==> src/rtl/m6800_peripheral_target_if.sv <==
// E/VMA bus and port pins between the bus emulation and the peripheral target.
// The master modport drives the CPU side of the bus and the port input pins.
interface m6800_peripheral_target_if;
    logic       E;
    logic       VMA_n;
    logic       CS_n;
    logic       RW;
    logic [2:0] ADDR;
    logic [7:0] DATA_IN;
    logic [7:0] DATA_OUT;
    logic       DATA_OE;
    logic [7:0] PA_IN;
    logic [7:0] PA_OUT;
    logic [7:0] PA_DDR;
    logic       IRQ_n;

    modport master (
        output E, VMA_n, CS_n, RW, ADDR, DATA_IN, PA_IN,
        input  DATA_OUT, DATA_OE, PA_OUT, PA_DDR, IRQ_n
    );

    modport slave (
        input  E, VMA_n, CS_n, RW, ADDR, DATA_IN, PA_IN,
        output DATA_OUT, DATA_OE, PA_OUT, PA_DDR, IRQ_n
    );
endinterface

==> src/rtl/m6800_peripheral_target.sv <==
// 6800-style E/VMA bus responder exposing a CIA-lite register set:
// one 8-bit I/O port, a 16-bit E-rate down-counter timer and an interrupt control register.
module m6800_peripheral_target #(
    parameter logic [15:0] TIMER_LATCH_INIT = 16'hFFFF,
    parameter logic [7:0]  PORT_INIT        = 8'h00
) (
    input  logic                          C7M,
    input  logic                          RESET,
    m6800_peripheral_target_if.slave      bus
);
    localparam logic [2:0] A_PRA  = 3'd0;
    localparam logic [2:0] A_DDRA = 3'd1;
    localparam logic [2:0] A_TALO = 3'd2;
    localparam logic [2:0] A_TAHI = 3'd3;
    localparam logic [2:0] A_CRA  = 3'd4;
    localparam logic [2:0] A_ICR  = 3'd5;

    logic        e_d;
    logic        sel;
    logic        rw_q;
    logic [2:0]  addr_q;
    logic [15:0] latch;
    logic [15:0] counter;
    logic        start;
    logic        oneshot;
    logic        ta_flag;
    logic        mask0;
    logic [7:0]  rd_mux;

    wire rise      = bus.E & ~e_d;
    wire fall      = ~bus.E & e_d;
    wire qual      = ~bus.VMA_n & ~bus.CS_n;
    wire wr_done   = fall & sel & ~rw_q;
    wire rd_done   = fall & sel & rw_q;
    wire tick      = fall & start;
    wire underflow = tick & (counter == 16'd0);
    wire irq       = ta_flag & mask0;

    // Read data is captured at rise, so a same-tick underflow never shows in it.
    always_comb begin
        rd_mux = 8'h00;
        case (bus.ADDR)
            A_PRA:   rd_mux = (bus.PA_IN & ~bus.PA_DDR) | (bus.PA_OUT & bus.PA_DDR);
            A_DDRA:  rd_mux = bus.PA_DDR;
            A_TALO:  rd_mux = counter[7:0];
            A_TAHI:  rd_mux = counter[15:8];
            A_CRA:   rd_mux = {4'b0000, oneshot, 2'b00, start};
            A_ICR:   rd_mux = {irq, 6'b000000, ta_flag};
            default: rd_mux = 8'h00;
        endcase
    end

    always_ff @(posedge C7M) begin
        if (RESET) begin
            e_d          <= 1'b0;
            sel          <= 1'b0;
            rw_q         <= 1'b1;
            addr_q       <= 3'd0;
            latch        <= TIMER_LATCH_INIT;
            counter      <= TIMER_LATCH_INIT;
            start        <= 1'b0;
            oneshot      <= 1'b0;
            ta_flag      <= 1'b0;
            mask0        <= 1'b0;
            bus.DATA_OUT <= 8'h00;
            bus.DATA_OE  <= 1'b0;
            bus.PA_OUT   <= PORT_INIT;
            bus.PA_DDR   <= 8'h00;
            bus.IRQ_n    <= 1'b1;
        end else begin
            e_d <= bus.E;

            if (rise) begin
                sel    <= qual;
                addr_q <= bus.ADDR;
                rw_q   <= bus.RW;
                if (qual && bus.RW) begin
                    bus.DATA_OUT <= rd_mux;
                    bus.DATA_OE  <= 1'b1;
                end
            end else if (fall) begin
                sel         <= 1'b0;
                bus.DATA_OE <= 1'b0;
            end

            if (tick) begin
                if (counter != 16'd0) begin
                    counter <= counter - 16'd1;
                end else begin
                    counter <= latch;
                    if (oneshot) start <= 1'b0;
                end
            end

            // Underflow set is ordered after the read clear so the set wins.
            if (rd_done && addr_q == A_ICR) ta_flag <= 1'b0;
            if (underflow) ta_flag <= 1'b1;

            // Register writes come last so a write load overrides the underflow reload.
            if (wr_done) begin
                case (addr_q)
                    A_PRA:  bus.PA_OUT <= bus.DATA_IN;
                    A_DDRA: bus.PA_DDR <= bus.DATA_IN;
                    A_TALO: latch[7:0] <= bus.DATA_IN;
                    A_TAHI: begin
                        latch[15:8] <= bus.DATA_IN;
                        if (!start) counter <= {bus.DATA_IN, latch[7:0]};
                    end
                    A_CRA: begin
                        start   <= bus.DATA_IN[0];
                        oneshot <= bus.DATA_IN[3];
                        if (bus.DATA_IN[4]) counter <= latch;
                    end
                    A_ICR: if (bus.DATA_IN[0]) mask0 <= bus.DATA_IN[7];
                    default: ;
                endcase
            end

            bus.IRQ_n <= ~irq;
        end
    end
endmodule

==> src/flat_wrapper.sv <==
// flat-port wrapper written by rule: the top's interface ports become plain ports
module m6800_peripheral_target_flat 
#(
    parameter logic [15:0] TIMER_LATCH_INIT = 16'hFFFF,
    parameter logic [7:0]  PORT_INIT        = 8'h00
)
  (C7M, RESET, bus_E, bus_VMA_n, bus_CS_n, bus_RW, bus_ADDR, bus_DATA_IN, bus_PA_IN, bus_DATA_OUT, bus_DATA_OE, bus_PA_OUT, bus_PA_DDR, bus_IRQ_n);
  m6800_peripheral_target_if bus_i ();
  input  logic C7M;
  input  logic RESET;
  input wire logic [$bits(bus_i.E)-1:0] bus_E;
  input wire logic [$bits(bus_i.VMA_n)-1:0] bus_VMA_n;
  input wire logic [$bits(bus_i.CS_n)-1:0] bus_CS_n;
  input wire logic [$bits(bus_i.RW)-1:0] bus_RW;
  input wire logic [$bits(bus_i.ADDR)-1:0] bus_ADDR;
  input wire logic [$bits(bus_i.DATA_IN)-1:0] bus_DATA_IN;
  input wire logic [$bits(bus_i.PA_IN)-1:0] bus_PA_IN;
  output wire logic [$bits(bus_i.DATA_OUT)-1:0] bus_DATA_OUT;
  output wire logic [$bits(bus_i.DATA_OE)-1:0] bus_DATA_OE;
  output wire logic [$bits(bus_i.PA_OUT)-1:0] bus_PA_OUT;
  output wire logic [$bits(bus_i.PA_DDR)-1:0] bus_PA_DDR;
  output wire logic [$bits(bus_i.IRQ_n)-1:0] bus_IRQ_n;
  assign bus_i.E = bus_E;
  assign bus_i.VMA_n = bus_VMA_n;
  assign bus_i.CS_n = bus_CS_n;
  assign bus_i.RW = bus_RW;
  assign bus_i.ADDR = bus_ADDR;
  assign bus_i.DATA_IN = bus_DATA_IN;
  assign bus_i.PA_IN = bus_PA_IN;
  assign bus_DATA_OUT = bus_i.DATA_OUT;
  assign bus_DATA_OE = bus_i.DATA_OE;
  assign bus_PA_OUT = bus_i.PA_OUT;
  assign bus_PA_DDR = bus_i.PA_DDR;
  assign bus_IRQ_n = bus_i.IRQ_n;
  m6800_peripheral_target #(.TIMER_LATCH_INIT(TIMER_LATCH_INIT), .PORT_INIT(PORT_INIT)) u_core (.C7M(C7M), .RESET(RESET), .bus(bus_i));
endmodule
==> config.mk <==
export PLATFORM = sky130hd
export DESIGN_NAME = m6800_peripheral_target_flat
export DESIGN_NICKNAME = d
export VERILOG_FILES = /design/src/rtl/m6800_peripheral_target_if.sv /design/src/rtl/m6800_peripheral_target.sv /design/src/flat_wrapper.sv
export SDC_FILE = /design/constraint.sdc
export NUM_CORES = 1
export LEC_CHECK = 0
export CAP_MARGIN = 10
export CORE_MARGIN = 2
export CORE_UTILIZATION = 55
export CTS_BUF_LIST = sky130_fd_sc_hd__clkbuf_8
export CTS_CLUSTER_DIAMETER = 120
export DETAILED_ROUTE_END_ITERATION = 12
export DONT_BUFFER_PORTS = 1
export PLACE_DENSITY = 0.7
export SLEW_MARGIN = 25
export SYNTH_ARGS = -nofsm -noshare
export SYNTH_HDL_FRONTEND = slang
export SYNTH_SLANG_ARGS = --single-unit
==> constraint.sdc <==
create_clock -name C7M -period 7.1 [get_ports C7M]
set_input_delay 1.42 -clock C7M [delete_from_list [all_inputs] [get_ports C7M]]
set_output_delay 1.42 -clock C7M [all_outputs]
set_load 0.02 [all_outputs]
==> flow_summary.toml, run 1 <==
[synthesis]
synth_mux_area_share_pct = 7.67
synth.top_cells.by_area = "dfxtp_1 35%, nor2_1 7.7%, mux2i_1 6.5%"
synth_cell_types = 59
yosys_warnings = 0
synth_compound_area_share_pct = 21.9
syn_nets = 521
netlist_area_um2 = 3850
yosys.area_share.xor_xnor_pct = 2.27
synth-seq-area-share_pct = 35.4
synth_top_family_by_area = "simple AND/OR/NAND/NOR gates"
yosysTopAreaCell = "dfxtp_1"
yosys.area_share.simple_pct = 25.3
synth-main-ff-cell = "dfxtp_1"
synth-seq-cells = 68
synth_area_per_cell_um2 = 7.83
syn_inst = 492
synth_top_area_share_pct = 35.4
async_flop_share_pct = 0
synth-edff-count = 0
synthAdderAreaFrac_pct = 1.30

[global_route]
grt_pass1_vias = 3318
grt_overflow = 0
grt_util_met1_pct = 40.1
grtUsageMet3_pct = 10.5
top_usage_layer = "met2"
antenna_found_initial = 0
grtUsageTotal_pct = 29.6
grtUsageMet2_pct = 43.6
grt_pass1_wl_mm = 17.4
grt_start_max_net_pins = 70

[floorplanning]
num_io_pins = 51
die_area_um2 = 7690
rows = 30
initial_core_util_pct = 56.7
fp.dieW_um = 87.7
die_y_um = 87.7
coreArea_um2 = 6790

[timing]
fin_crit_sh_pct = 46.2
finalMaxSlewViolations = 0
worstMarginPinSlew_ns = 0.862
layout_min_cycle_time_ns = 3.28
clock_skew_ns = 0.0102
fmax_mhz = 305
rsz0062_at_grt = "no"
fin_ws_ns = 3.82
setup_viol = 0
tns_ns = 0
relSlewSlack_pct = 42.3
finalHoldViolCount = 0

[placement]
placedCellCount = 556
post-place-ws_ns = 3.53
gp_congestion = 0.889
io_buffers = 0
dp_hpwl_mm = 7.74

[setup_path]
critPathSlowestCell = "and3b_1"
critPathRequiredTime_ns = 7.33
crit_buf_inv = 1
critical_path_class = "primary input to register"
critPathMaxStageDelay_ns = 0.43
r2r-start = "u_core.counter[0]"
worstPathArrival_ns = 3.51
crit_path_end_kind = "register"
path_cells = "inv_1, ha_1, and3b_1, nand2_1, nor2_1, nor2_1, a221oi_1, o21ai_0"
path_common_cell = "nor2_1"
cp-start-kind = "primary input"
worstPathMaxFanout = 12
startpoint = "bus_E"
cpLargestDelayFamily = "simple AND/OR/NAND/NOR gates"

[route]
routedWlPerCell_um = 19.2
viasPerCell = 6.43
route.detailed.drc = 0
drt-total-wl_mm = 11.0
ant_nets = 0
num_vias = 3679
firstDrtPassIters = 7
drtIter0Drc = 437

[clock_tree]
clock_latency_ns = 0.35
cts_sinks = 68
post_cts_buffers = 0
hold_buffers = 0
numCtsBuffers = 9
cts-resized-gates = 0
cts_tree = "done"
clock-root-buffer = "clkbuf_8"
htreeDepth = 3
clockBufferDepth = 2
clk_pin_slew_ns = 0.08

[job]
drv_cap = 0

[finish]
diodes = 0
area_growth_pct = 4.29
mostFrequentLayoutCells = "79 x nor2_1, 68 x dfxtp_1, 48 x nand2_1"
drive_gt1_share_pct = 6.09
fin_util_pct = 59.1
nets = 500
final_common_cell = "nor2_1"
layout.cells.non_filler = 572

[worst_hold_path]
hp-class = "register to register"
min-delay-start = "u_core.mask0"

[pwr]
p_leak_uw = 0.00151
pwr_density_cell_nw_per_um2 = 187
ir_drop_mv = 0.160

[run_status]
status = "complete, no violations"
flip-flops by register name, indices dropped and copies added (netlist names):
signal / flops
u_core.bus.IRQ_n: 1
u_core.counter: 16
u_core.oneshot: 1
u_core.addr_q: 3
u_core.ta_flag: 1
u_core.sel: 1
u_core.mask0: 1
u_core.bus.PA_OUT: 8
u_core.start: 1
u_core.latch: 16
u_core.e_d: 1
u_core.bus.PA_DDR: 8
u_core.bus.DATA_OUT: 8
u_core.bus.DATA_OE: 1
u_core.rw_q: 1
cell type report:
| class | count | area (um2) |
|---|---|---|
| sequential | 68 | 1360 |
| multi-input combinational | 374 | 2250 |
| clock inverter | 5 | 58.8 |
| timing repair buffer | 1 | 7.51 |
| tap | 96 | 120 |
| inverter | 17 | 63.8 |
| fill | 644 | 2780 |
| clock buffer | 11 | 151 |
where the power goes:
part,switching [uW],internal (uW)
clock,155,182
sequential,4.32,384
combinational,13.6,12.3
total,173,578
synthesized netlist by cell type, types with 2 or more instances:
master / number
nor2_1: 79
dfxtp_1: 68
nand2_1: 48
a21oi_1: 33
o21ai_0: 33
clkbuf_1: 26
mux2i_1: 25
inv_1: 17
a211o_1: 14
nor3_1: 13
nand3b_1: 11
a31oi_1: 8
nor4_1: 8
nand3_1: 7
o211ai_1: 7
a22oi_1: 5
nand2b_1: 5
nand4_1: 5
xnor2_1: 5
xor2_1: 5
clkbuf_8: 4
ha_1: 4
mux2_2: 4
o22ai_1: 4
a211oi_1: 3
a21o_1: 3
a221oi_1: 3
nor3b_1: 3
and2_1: 2
and3b_1: 2
and4_1: 2
nand4b_1: 2
o221ai_1: 2
o311ai_0: 2
o31a_1: 2
or3_1: 2
or3_4: 2
or3b_2: 2
or4_1: 2
kinds of logic after synthesis:
kind of cell    Yosys count
xor+xnor                 10
fa+ha+maj                 4
flops                    68
mux                      29
compound gates          131
buf+inv                  50
simple gates            200
worst reg2reg max path: stages, from the launching register on:
cell,delay (ns)
dfxtp_1,0.41
inv_1,0.15
ha_1,0.22
nor3b_1,0.35
and4_1,0.52
a21oi_1,0.20
o21ai_0,0.21
a21oi_1,0.05
or4_1,0.52
through the flow:
stage | hold slack, ns | instance area, um2 | total power [uW]
floorplan | 0.396 | 3850 | 427
global placement | 0.437 | 3800 | 422
detailed placement | 0.453 | 3800 | 423
CTS | 0.471 | 4020 | 755
global route | 0.474 | 4020 | 779
finish | 0.469 | 4020 | 751
final timing paths:
path / end / cells after the start / slack (ns)
setup / recovery: u_core.counter[10] / 8 / 3.82
setup reg to reg: u_core.counter[15] / 8 / 4.36
hold reg to reg: u_core.bus.IRQ_n / 1 / 0.47
hold / removal: u_core.bus.IRQ_n / 1 / 0.47
layer usage:
| metal | wire (um) | vias up | share of wire [%] |
|---|---|---|---|
| met5 | 0 | - | 0 |
| met2 | 4830 | 200 | 44 |
| met4 | 376 | 0 | 3.4 |
| met3 | 1020 | 38 | 9.3 |
| met1 | 4770 | 1724 | 43 |
| li1 | - | 1717 | - |
Note: power is estimated with default switching activity, not from simulation.
==> inputs of run 2 (changes only) <==
--- a/config.mk
+++ b/config.mk
@@ -5,6 +5,7 @@
 export SDC_FILE = /design/constraint.sdc
 export NUM_CORES = 1
 export LEC_CHECK = 0
+export ABC_AREA = 1
 export CAP_MARGIN = 10
 export CORE_MARGIN = 2
 export CORE_UTILIZATION = 55
@@ -12,7 +13,7 @@
 export CTS_CLUSTER_DIAMETER = 120
 export DETAILED_ROUTE_END_ITERATION = 12
 export DONT_BUFFER_PORTS = 1
-export PLACE_DENSITY = 0.7
+export PLACE_DENSITY = 0.73
 export SLEW_MARGIN = 25
 export SYNTH_ARGS = -nofsm -noshare
 export SYNTH_HDL_FRONTEND = slang
==> constraint.sdc (replaced) <==
create_clock -name C7M -period 2.94 [get_ports C7M]
set_input_delay 0.588 -clock C7M [delete_from_list [all_inputs] [get_ports C7M]]
set_output_delay 0.588 -clock C7M [all_outputs]
set_load 0.02 [all_outputs]
==> flow_summary.toml, run 2 <==
[run_status]
status = "complete, no violations"

[clock_tree]
clk_pin_slew_ns = 0.09
cts_sinks = 68
post_cts_buffers = 0
clock-root-buffer = "clkbuf_8"
hold_buffers = 0
cts-resized-gates = 0
cts_tree = "done"
numCtsBuffers = 9
clock_latency_ns = 0.35
htreeDepth = 3
clockBufferDepth = 2

[pwr]
p_clk_share_pct = 49.2
p_seq_share_pct = 45.2
ir_drop_mv = 0.381
switching_share_pct = 22.8
power.total_uw = 2090
switchingPower_uw = 477
pwr_density_cell_nw_per_um2 = 468
p_leak_uw = 0.00199
p_int_uw = 1610
pwr-share-comb_pct = 5.6

[route]
num_vias = 4419
route.detailed.drc = 0
routedWlPerCell_um = 17.6
viasPerCell = 6.05
ant_nets = 0
drt-total-wl_mm = 12.8
drtIter0Drc = 495
firstDrtPassIters = 6

[setup_path]
crit_path_end_kind = "register"
crit_buf_inv = 1
worstPathArrival_ns = 2.37
rrSetupSlack_ns = 0.82
critPathSlowestCell = "nor2_4"
critPathRequiredTime_ns = 3.19
cpLargestDelayFamily = "simple AND/OR/NAND/NOR gates"
critPathMaxStageDelay_ns = 0.47
critical_path_class = "register to register"
path_cells = "nand3_2, nor2_4, nor2_2, inv_2, o21ai_0, a21o_1"
worstPathMaxFanout = 18
cp-start-kind = "register"

[synthesis]
syn_nets = 666
synth.top_cells.by_area = "dfxtp_1 33%, nand2_1 16%, a21oi_1 8.2%"
yosys_warnings = 0
synth_cell_types = 40
synth_area_per_cell_um2 = 6.55
synth-main-ff-cell = "dfxtp_1"
yosysTopAreaCell = "dfxtp_1"
synth-seq-cells = 68
async_flop_share_pct = 0
syn_inst = 637
synth-seq-area-share_pct = 32.6
synth_common_cells = "182 x nand2_1, 68 x a21oi_1, 68 x dfxtp_1"
synth-edff-count = 0
synth_most_common_cell = "nand2_1"
netlist_area_um2 = 4180
synth_top_area_share_pct = 32.6

[worst_hold_path]
hp-class = "primary input to register"

[finish]
drive_gt1_share_pct = 9.67
diodes = 0
area_growth_pct = 7.07
layout.cells.non_filler = 730
reg.largest.list = "u_core.counter: 16 flops, u_core.latch: 16 flops"
nets = 656
mostFrequentLayoutCells = "182 x nand2_1, 68 x a21oi_1, 68 x dfxtp_1"
post-route-cell-area_um2 = 4470
final_common_cell = "nand2_1"

[placement]
post-place-ws_ns = 0.561
gp_congestion = 0.923
dp_hpwl_mm = 9.28
io_buffers = 0
placedCellCount = 715
place_area_um2 = 4210

[floorplanning]
fp.dieW_um = 91.1
rows = 31
coreArea_um2 = 7290
num_io_pins = 51
initial_core_util_pct = 57.3
die_y_um = 91.1
die_area_um2 = 8300

[timing]
rsz0062_at_grt = "no"
layout_min_cycle_time_ns = 2.12
worstMarginPinSlew_ns = 0.948
setup_viol = 0
fin_crit_sh_pct = 72.1
fin_ws_ns = 0.819
clock_skew_ns = 0.0151
relSlewSlack_pct = 36.3
fmax_mhz = 472
finalHoldViolCount = 0
tns_ns = 0
finalMaxSlewViolations = 0

[global_route]
grt_pass1_vias = 4015
grt_overflow = 0
antenna_found_initial = 0
grt_pass1_wl_mm = 20.7
grtUsageTotal_pct = 31.5
grt_start_max_net_pins = 44

[job]
drv_cap = 0
-- run 2: worst paths after layout --
path,start,depth (start not counted),endpoint
worst max-delay path,u_core.addr_q[0],6,u_core.counter[2]
worst min-delay path,RESET,1,u_core.e_d
worst max register to register,u_core.addr_q[0],6,u_core.counter[2]
worst min register to register,u_core.mask0,1,u_core.bus.IRQ_n
-- run 2: per-stage QoR --
step / hold slack, ns / util, %
2_1_floorplan: 0.396 / -
6_report: 0.308 / 61.3
3_3_place_gp: 0.448 / 57.7
3_5_place_dp: 0.446 / 57.7
4_1_cts: 0.298 / 61.3
5_1_grt: 0.291 / 61.3
-- run 2: power by group through the flow --
stage | combinational (uW) | clock (uW) | sequential [uW]
3_5_place_dp | 113 | 0 | 966
2_1_floorplan | 94.7 | 0 | 964
4_1_cts | 114 | 1030 | 944
3_3_place_gp | 111 | 0 | 965
5_1_grt | 131 | 1070 | 945
6_report | 118 | 1030 | 944
-- run 2: area by class of cell --
type                    instances  area (um2)
flip-flops and latches         68        1360
clock inverters                 6         136
multi-input cells             470        2410
inverters                      73         274
fillers                       732        2820
repair buffers                  5        37.5
well taps                      99         124
clock buffers                   9         124
-- run 2: logic make-up (layout without fill, tap and decap cells) --
family,after synthesis,in the layout,synth area share (%)
DFF,68,68,32.6
xor gates and xnor gates,2,2,0.420
buffers and inverters,99,93,9.59
adders and majority gates,4,4,1.20
and+or+nand+nor,301,301,33.2
muxes,6,6,1.62
AOI/OAI and AO/OA,157,157,21.4
-- run 2: per-layer routing --
| metal | track usage (%) | vias up | share of wire [%] |
|---|---|---|---|
| met2 | 47.7 | 264 | 44 |
| met1 | 44.4 | 2018 | 43 |
| met3 | 7.47 | 36 | 9.9 |
| met5 | 0 | - | 0 |
| met4 | 10.1 | 0 | 2.5 |
| li1 | - | 2101 | - |
